===== src/rtl/dadda_mac_pkg.sv =====
// Shared types and constants for the Dadda multiply-accumulate slice.
// Holds defaults, the debug FSM encoding and the carry-save helper.
package dadda_mac_pkg;

    localparam int ACC_W_DEF = 20;
    localparam int CNT_W_DEF = 8;
    localparam logic [15:0] MAX_PROD = 16'd65025;

    typedef enum logic {
        EMPTY,
        ACCUM
    } state_t;

    typedef struct packed {
        logic [7:0] a;
        logic [7:0] b;
        logic       last;
    } s1_t;

    typedef struct packed {
        logic [15:0] s;
        logic [15:0] c;
    } csa_t;

    // 3:2 compressor on whole rows; carries beyond bit 15 are dropped
    // because the final product always fits in 16 bits.
    function automatic csa_t csa(input logic [15:0] x,
                                 input logic [15:0] y,
                                 input logic [15:0] z);
        csa_t r;
        logic [15:0] maj;
        maj = (x & y) | (x & z) | (y & z);
        r.s = x ^ y ^ z;
        r.c = {maj[14:0], 1'b0};
        return r;
    endfunction

endpackage


===== src/rtl/dadda_8x8_compressed.sv =====
// Unsigned 8x8 multiplier: partial products reduced 8-6-4-3-2
// through carry-save compressors, then one carry-propagate add.
module dadda_8x8_compressed
    import dadda_mac_pkg::*;
(
    input  logic [7:0]  a,
    input  logic [7:0]  b,
    output logic [15:0] P
);

    logic [15:0] pp [8];
    csa_t l1a, l1b, l2a, l2b, l3, l4;

    always_comb begin
        for (int i = 0; i < 8; i++) begin
            pp[i] = b[i] ? (16'(a) << i) : '0;
        end
    end

    assign l1a = csa(pp[0], pp[1], pp[2]);
    assign l1b = csa(pp[3], pp[4], pp[5]);
    assign l2a = csa(l1a.s, l1a.c, l1b.s);
    assign l2b = csa(l1b.c, pp[6], pp[7]);
    assign l3  = csa(l2a.s, l2a.c, l2b.s);
    assign l4  = csa(l3.s, l3.c, l2b.c);
    assign P   = l4.s + l4.c;

endmodule


===== src/rtl/dadda_mac_acc.sv =====
// Streaming dot-product unit: operand register, Dadda multiplier,
// wide accumulator and a skid-free result register.
module dadda_mac_acc
    import dadda_mac_pkg::*;
#(
    parameter int ACC_W = ACC_W_DEF,
    parameter int CNT_W = CNT_W_DEF
) (
    input  logic             clk,
    input  logic             rst_n,
    input  logic             in_valid,
    output logic             in_ready,
    input  logic [7:0]       in_a,
    input  logic [7:0]       in_b,
    input  logic             in_last,
    output logic             out_valid,
    input  logic             out_ready,
    output logic [ACC_W-1:0] out_acc,
    output logic [CNT_W-1:0] out_count,
    output logic             out_ovf
);

    logic             s1_valid;
    s1_t              s1_q;
    logic [15:0]      prod;
    logic [ACC_W-1:0] acc;
    logic [CNT_W-1:0] cnt;
    logic             ovf_q;
    logic             stall;
    logic             fire;
    logic             fire_last;
    logic [ACC_W:0]   sum_ext;
    logic [CNT_W-1:0] cnt_next;
    logic             ovf_next;
    state_t           state_q;
    state_t           state_d;
    logic             is_empty;

    dadda_8x8_compressed u_mul (
        .a (s1_q.a),
        .b (s1_q.b),
        .P (prod)
    );

    // Only a last pair can block: it needs the result register free.
    assign stall     = s1_valid && s1_q.last && out_valid && !out_ready;
    assign in_ready  = !stall;
    assign fire      = s1_valid && !stall;
    assign fire_last = fire && s1_q.last;

    assign sum_ext  = {1'b0, acc} + (ACC_W + 1)'(prod);
    assign ovf_next = ovf_q | sum_ext[ACC_W];
    assign cnt_next = (cnt == '1) ? cnt : cnt + 1'b1;

    always_ff @(posedge clk) begin
        if (!rst_n) begin
            s1_valid <= 1'b0;
            s1_q     <= '0;
        end else if (in_ready) begin
            s1_valid <= in_valid;
            if (in_valid) begin
                s1_q <= '{a: in_a, b: in_b, last: in_last};
            end
        end
    end

    always_ff @(posedge clk) begin
        if (!rst_n) begin
            acc   <= '0;
            cnt   <= '0;
            ovf_q <= 1'b0;
        end else if (fire_last) begin
            acc   <= '0;
            cnt   <= '0;
            ovf_q <= 1'b0;
        end else if (fire) begin
            acc   <= sum_ext[ACC_W-1:0];
            cnt   <= cnt_next;
            ovf_q <= ovf_next;
        end
    end

    // A new result may replace the one being read in the same cycle.
    always_ff @(posedge clk) begin
        if (!rst_n) begin
            out_valid <= 1'b0;
            out_acc   <= '0;
            out_count <= '0;
            out_ovf   <= 1'b0;
        end else if (fire_last) begin
            out_valid <= 1'b1;
            out_acc   <= sum_ext[ACC_W-1:0];
            out_count <= cnt_next;
            out_ovf   <= ovf_next;
        end else if (out_ready) begin
            out_valid <= 1'b0;
        end
    end

    always_ff @(posedge clk) begin
        if (!rst_n) begin
            state_q <= EMPTY;
        end else begin
            state_q <= state_d;
        end
    end

    always_comb begin
        state_d = state_q;
        unique case (1'b1)
            fire_last:               state_d = EMPTY;
            fire && !s1_q.last:      state_d = ACCUM;
            default:                 state_d = state_q;
        endcase
    end

    always_comb begin
        is_empty = 1'b0;
        unique case (state_q)
            EMPTY:   is_empty = 1'b1;
            ACCUM:   is_empty = 1'b0;
            default: is_empty = 1'b0;
        endcase
    end

    always_ff @(posedge clk) begin
        if (rst_n) begin
            if (is_empty) begin
                assert (acc == '0 && cnt == '0);
            end
            assert (prod <= MAX_PROD);
        end
    end

endmodule


===== config.mk =====
export PLATFORM = sky130hd
export DESIGN_NAME = dadda_mac_acc
export DESIGN_NICKNAME = d
export VERILOG_FILES = /design/src/rtl/dadda_mac_pkg.sv /design/src/rtl/dadda_8x8_compressed.sv /design/src/rtl/dadda_mac_acc.sv
export SDC_FILE = /design/constraint.sdc
export NUM_CORES = 1
export LEC_CHECK = 0
export BUFFER_PORTS_ARGS = -buffer_cell sky130_fd_sc_hd__buf_2
export CAP_MARGIN = 20
export CORE_MARGIN = 1.5
export CORE_UTILIZATION = 55
export DETAILED_ROUTE_END_ITERATION = 6
export PLACE_DENSITY = 0.76
export SETUP_SLACK_MARGIN = 0.2
export SYNTH_ARGS = -nofsm -noshare
export SYNTH_HDL_FRONTEND = slang
export SYNTH_SLANG_ARGS = --single-unit

===== constraint.sdc =====
create_clock -name clk -period 16.2 [get_ports clk]
set_input_delay 3.24 -clock clk [delete_from_list [all_inputs] [get_ports clk]]
set_output_delay 3.24 -clock clk [all_outputs]
set_load 0.01 [all_outputs]

# Word-level counts from Yosys, hierarchy flattened
# Cells that the tools add are included.
# word_totals
romBits	0
inputBits	21
mem_count	0
wordCells	81
ram_bits	0
latch_bits	0
register_bits	77
# op_classes
n_bitwise	45
addsub	3
n_div	0
n_mux	11
shifts	0
eq_ne	1
order_cmp	0
n_reduce_logical	10
multipliers	0
# ops
op	count
$and A15 B15 Y15	18
$or A15 B15 Y15	12
$xor A16 B16 Y16	8
$add A20 B16 Y21	1
$add A16 B16 Y16	1
$mux W8	2
$xor A16 B10 Y16	1
$xor A16 B13 Y16	1
$xor A16 B14 Y16	1
$xor A16 B15 Y16	1
$mux W15	1
$mux W14	1
$mux W13	1
$mux W12	1
$mux W11	1
$mux W10	1
$mux W9	1
$add A8 B1 Y8 const B	1
$eq A8 B8 Y1 const B	1
$logic_and A1 B1 Y1	5
$logic_not A1 Y1	2
$mux W1	2
$not A1 Y1	2
$reduce_and A2 Y1	1
3 further kinds	3

# Depth between registers and ports, before layout
# Gate-level depths: netlist (run 1).
# logic_depth
depth_word	16
ltp_mapped	24
depth_no_buf	24

# Cells and area by module
# Synthesis (run 1) repeated with hierarchy kept, for this count alone.
# unflattened
cells_unflattened	693
area_unflattened_um2	5740.5
# by_module_without_submodules
module	seq_area_each_um2	cells_per_inst	area_per_inst_um2	n_inst
dadda_mac_acc	1541.5	490	3890.0	1
dadda_8x8_compressed	0.0	203	1850.5	1

# Worst setup path before layout (run 1)
# Ideal clock, no wire load.
# synth_path
kind	input -> output
from	in out_ready
to	out in_ready
slack_ns	9.354
cell_stages	2
arrival_time_ns	3.606
t_required_ns	12.960
n_path_buf	0
path_cell_list	nor2b_1 > nand3_1
# synth_between
elab_chain_len	3
# synth_rtl
element	line	rtl
from (decl)	dadda_mac_acc.sv:17	input logic out_ready,
$logic_not A1 Y1	dadda_mac_acc.sv:46	assign stall = s1_valid && s1_q.last && out_valid && !out_ready;
$logic_and A1 B1 Y1	dadda_mac_acc.sv:46	
$logic_not A1 Y1	dadda_mac_acc.sv:47	assign in_ready = !stall;
to (decl)	dadda_mac_acc.sv:12	output logic in_ready,
# Every way passes these cells.

# Worst setup path in the final report (run 1)
# Same ends and word-level chain as after synthesis.

==> results of run 1 <==
[worst min path at each step]
stage / startpoint / to / slack [ns] / depth (start not counted)
CTS: out_acc[18] / out_acc[18] / 0.46 / 2
finish: out_acc[18] / out_acc[18] / 0.45 / 2
global route: out_acc[6] / out_acc[6] / 0.48 / 2
global placement: out_acc[8] / out_acc[8] / 0.43 / 2
detailed placement: out_acc[18] / out_acc[18] / 0.44 / 2
floorplan: acc[0] / acc[0] / 0.44 / 2
[critical path: stages]
cell and delay (ns):
sky130_fd_sc_hd__buf_2 0.10, sky130_fd_sc_hd__nor2b_1 0.21, sky130_fd_sc_hd__nand3_1 0.22, sky130_fd_sc_hd__buf_2 0.20
[layout by cell type, fill, tap and decap left out, types with 4 or more instances in the layout]
cell type	Yosys	layout
sky130_fd_sc_hd__nor2b_1	4	4
sky130_fd_sc_hd__dfxtp_1	77	77
sky130_fd_sc_hd__xor2_1	10	10
sky130_fd_sc_hd__buf_2	1	51
sky130_fd_sc_hd__o211ai_1	4	4
sky130_fd_sc_hd__o21a_1	4	4
sky130_fd_sc_hd__nand2_1	130	130
sky130_fd_sc_hd__a21o_1	6	6
sky130_fd_sc_hd__clkbuf_8	0	9
sky130_fd_sc_hd__nand4_1	4	4
sky130_fd_sc_hd__inv_1	44	44
sky130_fd_sc_hd__buf_4	0	5
sky130_fd_sc_hd__mux2i_1	4	4
sky130_fd_sc_hd__nand3_1	22	22
sky130_fd_sc_hd__xnor2_1	18	18
sky130_fd_sc_hd__and2_1	48	48
sky130_fd_sc_hd__and3_1	5	5
sky130_fd_sc_hd__a211oi_1	6	6
sky130_fd_sc_hd__ha_1	44	44
sky130_fd_sc_hd__nor3_1	5	5
sky130_fd_sc_hd__fa_1	40	40
sky130_fd_sc_hd__a21oi_1	34	34
sky130_fd_sc_hd__a21boi_0	31	31
sky130_fd_sc_hd__o21ai_0	22	22
sky130_fd_sc_hd__nor2_1	37	36
[power by group through the flow]
stage / sequential [W] / clock, W / combinational, W
5_1_grt: 0.000204 / 0.000158 / 0.0000656
3_3_place_gp: 0.000206 / 0 / 0.0000564
6_report: 0.000202 / 0.000147 / 0.0000582
4_1_cts: 0.000202 / 0.000152 / 0.0000587
2_1_floorplan: 0.000203 / 0 / 0.0000441
3_5_place_dp: 0.000207 / 0 / 0.0000584
[through the flow]
stage               cells  hold WS, ns  instance area [µm²]  util [%]  setup slack [ns]
floorplan             676        0.441                 5720         -              9.35
global placement      842        0.432                 6090      59.5              9.06
detailed placement    842        0.444                 6090      59.5              8.97
CTS                   858        0.458                 6280      61.4              8.97
global route          858        0.481                 6280      61.4              8.90
finish                858        0.452                 6280      61.4              8.99
[Yosys cell counts (4+ instances only)]
library cell and instances:
sky130_fd_sc_hd__o211ai_1 4, sky130_fd_sc_hd__a21oi_1 34, sky130_fd_sc_hd__a21boi_0 31, sky130_fd_sc_hd__clkbuf_1 23
sky130_fd_sc_hd__ha_1 44, sky130_fd_sc_hd__and3_1 5, sky130_fd_sc_hd__o21a_1 4, sky130_fd_sc_hd__nand2_1 130
sky130_fd_sc_hd__nor2b_1 4, sky130_fd_sc_hd__inv_1 44, sky130_fd_sc_hd__fa_1 40, sky130_fd_sc_hd__a21o_1 6
sky130_fd_sc_hd__nor2_1 37, sky130_fd_sc_hd__and2_1 48, sky130_fd_sc_hd__xnor2_1 18, sky130_fd_sc_hd__mux2i_1 4
sky130_fd_sc_hd__xor2_1 10, sky130_fd_sc_hd__nand4_1 4, sky130_fd_sc_hd__dfxtp_1 77, sky130_fd_sc_hd__a211oi_1 6
sky130_fd_sc_hd__o21ai_0 22, sky130_fd_sc_hd__nand3_1 22, sky130_fd_sc_hd__nor3_1 5
[cell families (layout without fill, tap and decap cells)]
kind of cell	after synthesis	after routing	synth area share [%]
AO/OA/AOI/OAI	140	140	17.2
XOR/XNOR	28	28	4.28
adder cells (fa/ha/maj)	84	84	23.6
buffers and inverters	70	116	4.61
flip-flops	77	77	26.9
multiplexers	5	5	0.896
AND/OR/NAND/NOR	272	272	22.4
[final cells by class]
type                    instances  area [µm²]
flip-flops and latches         77        1540
repair buffers                 56         293
clock buffers                  11         131
clock inverters                 5        60.1
well taps                     136         170
multi-input cells             529        3920
inverters                      44         165
fillers                       895        3950
[registers in the layout, indices dropped and copies added, names as in the netlist]
register	flops
acc	20
out_acc	20
s1_q	17
cnt	8
out_count	8
out_ovf	1
out_valid	1
ovf_q	1
s1_valid	1
[per-layer routing]
metal,global-route usage [%],up-vias,share of wire [%]
li1,-,2352,-
met1,32.5,2258,47
met2,38.0,89,47
met3,3.93,18,4.2
met4,8.71,0,1.9
met5,0,-,0
==> summary.txt, run 1 <==
Synth
  – Predominant post-synthesis flop cell: sky130_fd_sc_hd__dfxtp_1
  – Number of nets produced by synthesis: 781
  – Share of synthesized flip-flops with an asynchronous set or reset: 0%
  – Cells after synthesis: 676
  – Synth top area share: 26.9%
  – Number of flops mapped to enable cells by yosys: 0
  – Post-synthesis instance area: 5720 µm²
  – Flops & latches, synth: between 70 and 80
  – Synth cell types: 60
  – Post-synthesis average cell area: approximately 8.5 µm²
  – Post-synth top area cell: sky130_fd_sc_hd__dfxtp_1
  – Main area contributors after synthesis: sky130_fd_sc_hd__dfxtp_1 27%, sky130_fd_sc_hd__fa_1 14%, sky130_fd_sc_hd__ha_1 9.6%
  – Count of synthesis-stage warnings from yosys: 0
  – Register area share after synthesis: a little over a quarter

Critical path
  – Maximum net fanout on the critical path: 6
  – Critical Path Start Type: input port
  – Critical path endpoint category: output port
  – Crit. Startpoint: out_ready
  – Worst Reg-to-Reg Cells: 22
  – Arrival time at the worst endpoint: about 4.0 ns
  – FF-to-FF Start: s1_q[14]
  – Data required time at the worst endpoint: between 10 and 15 ns
  – Capture point of the critical path: in_ready
  – Setup CP Type: input port to output port
  – Reg2reg end: acc[18]
  – Setup slack of the most critical reg-to-reg path: just under 10 ns

Routing
  – Wire length per cell after detailed routing: between 10 and 15 µm
  – Number of vias per cell after detailed routing: between 5 and 6
  – Count of antenna-violating nets left after detailed routing: 0
  – Residual DRC: 0
  – Total iterations of the first detailed-routing run: 4
  – DRT Wirelength: roughly 12000 µm
  – Routed vias: approximately 4.7k
  – Iteration-0 DRC count of the detailed router: 213

Floorplanning
  – Num ports: 52
  – Starting density of the core: 55.9%
  – Standard-cell rows: 37
  – Core region area: ~10000 µm²
  – Overall die area: 11000 µm²
  – Die width: 105 µm
  – Die H: 105 µm

STA
  – Total of endpoints with negative setup slack in the final report: 0
  – RSZ-0062 raised after global routing: no
  – Endpoints failing hold: 0
  – Transition time at the pin with the least slew margin: about 1.0 ns
  – Fmax: roughly 140 MHz
  – Fin crit period: around 7.2 ns
  – Final clock period utilization by the worst path: about 44%
  – Worst max-slew margin expressed relative to the limit: 31.2%
  – Total count of max-transition violations in the final report: 0
  – Layout Skew: ~0.010 ns
  – Total negative setup slack: 0 ns

Clocking
  – Count of cells resized by post-cts repair: 0
  – CTS Root Buffer Type: sky130_fd_sc_hd__clkbuf_8
  – Sinks on Clock Net: 77
  – Clock buffers created by TritonCTS: 9
  – H-tree depth reported by CTS: 3
  – TritonCTS clock tree: done
  – Insertion delay of the later-clocked pin in the worst-skew pair: about 0.36 ns
  – Longest Clk Path Bufs: 2
  – Buffer count from post-CTS setup fixing: 0
  – CTS clk-pin slew, worst paths: 0.08 ns
  – Post-CTS Hold Fix Bufs: 0

Place
  – # port buffers: 51
  – Final Wtd Congestion: 0.828
  – Post-detailed-placement half-perimeter wirelength: 9380 µm

Pwr
  – Power share of the clock group: a little over a third
  – Net switching power of the design: between 0.0001 and 0.00015 W
  – Part of the total power dissipated in combinational logic: between 10 and 15%
  – Switching part of the total power: between 20% and 30%
  – Maximum vdd drop: ~0.055 mV
  – Power per cell area: ~65 nW/µm²
  – Post-layout total power: slightly above 0.0004 W
  – Cell-internal power: approximately 0.00029 W
  – Leak Pwr: roughly 2.8 nW
  – Reg power frac: approximately half

Worst hold path
  – Tightest Hold Check Type: register to register

Run
  – Max cap viols: 0

Global route
  – Total global routing overflow: 0
  – Number of antenna violations at the first check in global routing: 0
  – Largest net degree at the start of global routing: 55
  – Total global routing track utilization: 23.8%
  – Global-route wire length before repair: ~21000 µm
  – Number of global-route vias before repair: 4576

Run status
  – Outcome: completed

Final layout
  – Fraction of layout instances using a drive strength above 1: approximately an eighth
  – Diodes inserted: 0
  – Final Net Count: 822
  – Area added between synthesis and finish: 9.75%
No activity file was read; power rests on OpenSTA's default activity.
==> run 2: changes to the inputs <==
--- a/config.mk
+++ b/config.mk
@@ -10,7 +10,7 @@
 export CORE_MARGIN = 1.5
 export CORE_UTILIZATION = 55
 export DETAILED_ROUTE_END_ITERATION = 6
-export PLACE_DENSITY = 0.76
+export PLACE_DENSITY = 0.79
 export SETUP_SLACK_MARGIN = 0.2
 export SYNTH_ARGS = -nofsm -noshare
 export SYNTH_HDL_FRONTEND = slang
==> constraint.sdc (replaced) <==
create_clock -name clk -period 6.1 [get_ports clk]
set_input_delay 1.22 -clock clk [delete_from_list [all_inputs] [get_ports clk]]
set_output_delay 1.22 -clock clk [all_outputs]
set_load 0.01 [all_outputs]
==> run 2 against run 1 <==
  * Sequential share of layout area down 0.86 points
  * Sequential cell count unchanged
  * Register-to-register slack got worse by 9.5 ns
  * Largest power group unchanged
  * Critical path type is now register to register
  * Critical endpoint is now acc[18]
  * Worst setup slack worse by 8.8 ns
  * Wire length increased by 8.5%
  * Highest routed layer unchanged
==> summary.txt, run 2 (synthesized netlist as in run 1, its figures left out) <==
Run status
  – Outcome: completed

Final layout
  – Commonest cells after routing, fill and taps aside: 129 x sky130_fd_sc_hd__nand2_1, 68 x sky130_fd_sc_hd__dfxtp_1, 51 x sky130_fd_sc_hd__buf_2
  – Fraction of layout instances using a drive strength above 1: 19.0%
  – Largest registers in the final layout: acc x20, out_acc x20, s1_q x17
  – Area added between synthesis and finish: 15.3%
  – Final cell count without fillers: 882
  – Sequential cell area in the final layout: around 1600 µm²
  – Total of fill cells in the finished design: between 800 and 900
  – Most common library cell in the layout ignoring fill and taps: sky130_fd_sc_hd__nand2_1
  – Diodes inserted: 0
  – Combined area of the multi-input logic cells: between 4000 and 5000 µm²
  – Final Net Count: ~850

Routing
  – Sum of met2 wire segment lengths after detailed routing: between 6000 and 7000 µm
  – Number of vias per cell after detailed routing: roughly 5.5
  – Count of antenna-violating nets left after detailed routing: 0
  – Wire length per cell after detailed routing: 15.4 µm
  – Length of routed met3 wiring: 659 µm
  – DRT Wirelength: ~14000 µm
  – Total iterations of the first detailed-routing run: 5
  – Iteration-0 DRC count of the detailed router: approximately 320
  – Residual DRC: 0
  – Routed vias: around 5k
  – Uppermost metal layer occupied by signal nets: met4
  – Met1 routed wirelength after detailed routing: a little over 6000 µm

Critical path
  – Crit. path cell count: 23
  – FF-to-FF Start: s1_q[4]
  – Crit path buffers/inverters: 2
  – Arrival time at the worst endpoint: a little over 6 ns
  – Setup CP Type: register to register
  – CP delay by family, top: adder cells
  – Maximum net fanout on the critical path: 5
  – Cell repeated most along the worst path: sky130_fd_sc_hd__fa_1
  – Crit. Startpoint: s1_q[4]
  – Worst path slowest cell: sky130_fd_sc_hd__fa_1
  – Cell-by-cell trace of the critical path: and2_4, fa_1, inv_2, fa_1, inv_2, fa_1, ha_1, ha_2, fa_2, a21o_1, a21oi_2, o21ai_2, or4_4, a31o_1, a21oi_2, xnor2_1, ha_1, nand4_1, or4_4, a31oi_4, nand2_1, xor2_1, nor2_1
  – Crit path largest cell delay: between 0.5 and 0.6 ns
  – Worst Reg-to-Reg Cells: 23
  – Data required time at the worst endpoint: about 6.3 ns
  – Critical path endpoint category: register
  – Critical Path Start Type: register

Clocking
  – Post-CTS Hold Fix Bufs: 0
  – TritonCTS clock tree: done
  – Clock buffers created by TritonCTS: 9
  – Insertion delay of the later-clocked pin in the worst-skew pair: 0.38 ns
  – Sinks on Clock Net: just under 80
  – CTS Root Buffer Type: sky130_fd_sc_hd__clkbuf_8
  – H-tree depth reported by CTS: 3
  – Longest Clk Path Bufs: 2
  – CTS clk-pin slew, worst paths: roughly 0.080 ns

Floorplanning
  – Die width: around 110 µm
  – Core region area: about 10000 µm²
  – Starting density of the core: between 50% and 60%
  – Die H: between 100 and 150 µm
  – Overall die area: 11000 µm²
  – Standard-cell rows: 37
  – Num ports: 52

Pwr
  – Leak Pwr: a little under 3 nW
  – Maximum vdd drop: between 0.1 and 0.15 mV
  – Power per cell area: 171 nW/µm²

Global route
  – Largest net degree at the start of global routing: 55
  – Global-route wire length before repair: around 22000 µm
  – Total global routing overflow: 0
  – Number of antenna violations at the first check in global routing: 0
  – Number of global-route vias before repair: 4783
  – Total global routing track utilization: 25.3%

Place
  – # port buffers: between 50 and 60
  – Post-detailed-placement half-perimeter wirelength: 9920 µm
  – Placed insts: ~860
  – Final Wtd Congestion: 0.839

STA
  – Final clock period utilization by the worst path: 96.6%
  – Worst max-slew margin expressed relative to the limit: between 20% and 30%
  – RSZ-0062 raised after global routing: yes
  – Total of endpoints with negative setup slack in the final report: 0
  – Fin crit period: 5.89 ns
  – Endpoints failing hold: 0
  – Fin Hold WS: between 0.4 and 0.5 ns
  – Total count of max-transition violations in the final report: 0
  – Fmax: ~170 MHz
  – Transition time at the pin with the least slew margin: around 1.1 ns
  – Layout Skew: about 0.015 ns

Worst hold path
  – Hold path startpoint: out_acc[8]
  – Hold path depth: 2
  – Tightest Hold Check Type: register to register

Run
  – Max cap viols: 0
[run 2: cell count changes in the layout (fill, tap and decap cells not counted), sizes merged]
cell | before | now
clkbuf | 11 | 10
inv | 45 | 46
buf | 56 | 80
[run 2: worst reg2reg max path: cells and delay by family (launching register included)]
| family | cells | cell delay (ns) |
|---|---|---|
| buffers and inverters | 2 | 0.08 |
| and+or+nand+nor | 6 | 1.41 |
| adders and majority gates | 7 | 2.65 |
| AOI/OAI and AO/OA | 6 | 1.00 |
| DFF | 1 | 0.35 |
| xor gates and xnor gates | 2 | 0.25 |
[run 2: layout make-up]
| cell class | instances | share of cell area [%] |
|---|---|---|
| Clock buffer | 10 | 2.09 |
| Inverter | 44 | 2.50 |
| Clock inverter | 6 | 1.04 |
| Sequential cell | 77 | 23.7 |
| Tap cell | 136 | 2.58 |
| Timing Repair Buffer | 80 | 7.23 |
| Multi-Input combinational cell | 529 | 60.9 |
[run 2: final timing paths]
kind,to,slack [ns]
worst max-delay path,acc[18],0.21
worst min-delay path,out_acc[8],0.45
worst max register to register,acc[18],0.21
worst min register to register,out_acc[8],0.45
[run 2: what timing repair did]
action,4_1_cts,5_1_grt
gates resized for setup,18,22
pin swaps,16,8
setup buffers,5,5
endpoints found under the setup margin,9,11
hold endpoints to repair,0,0
[run 2: power by group]
part	internal (W)	leakage, nW	switching [W]
logic	0.0000717	2.21	0.000105
registers	0.000517	0.630	0.0000153
clock network	0.000203	0.103	0.000215
[run 2: metrics by stage]
stage               instance area (µm²)  power (W)  util (%)  TNS (ns)  setup slack, ns
floorplan                          5720   0.000657         -         0            0.232
global placement                   6190   0.000705      60.5         0           0.0731
detailed placement                 6190   0.000711      60.5  -0.00470         -0.00470
CTS                                6490    0.00113      63.4         0            0.207
global route                       6600    0.00118      64.5   -0.0783          -0.0392
finish                             6600    0.00113      64.5         0            0.210
[run 2: metal layers]
metal / vias to the layer above / GRT usage (%)
met5: - / 0
met4: 0 / 12.9
met1: 2327 / 33.6
met3: 29 / 4.05
met2: 137 / 39.7
li1: 2398 / -
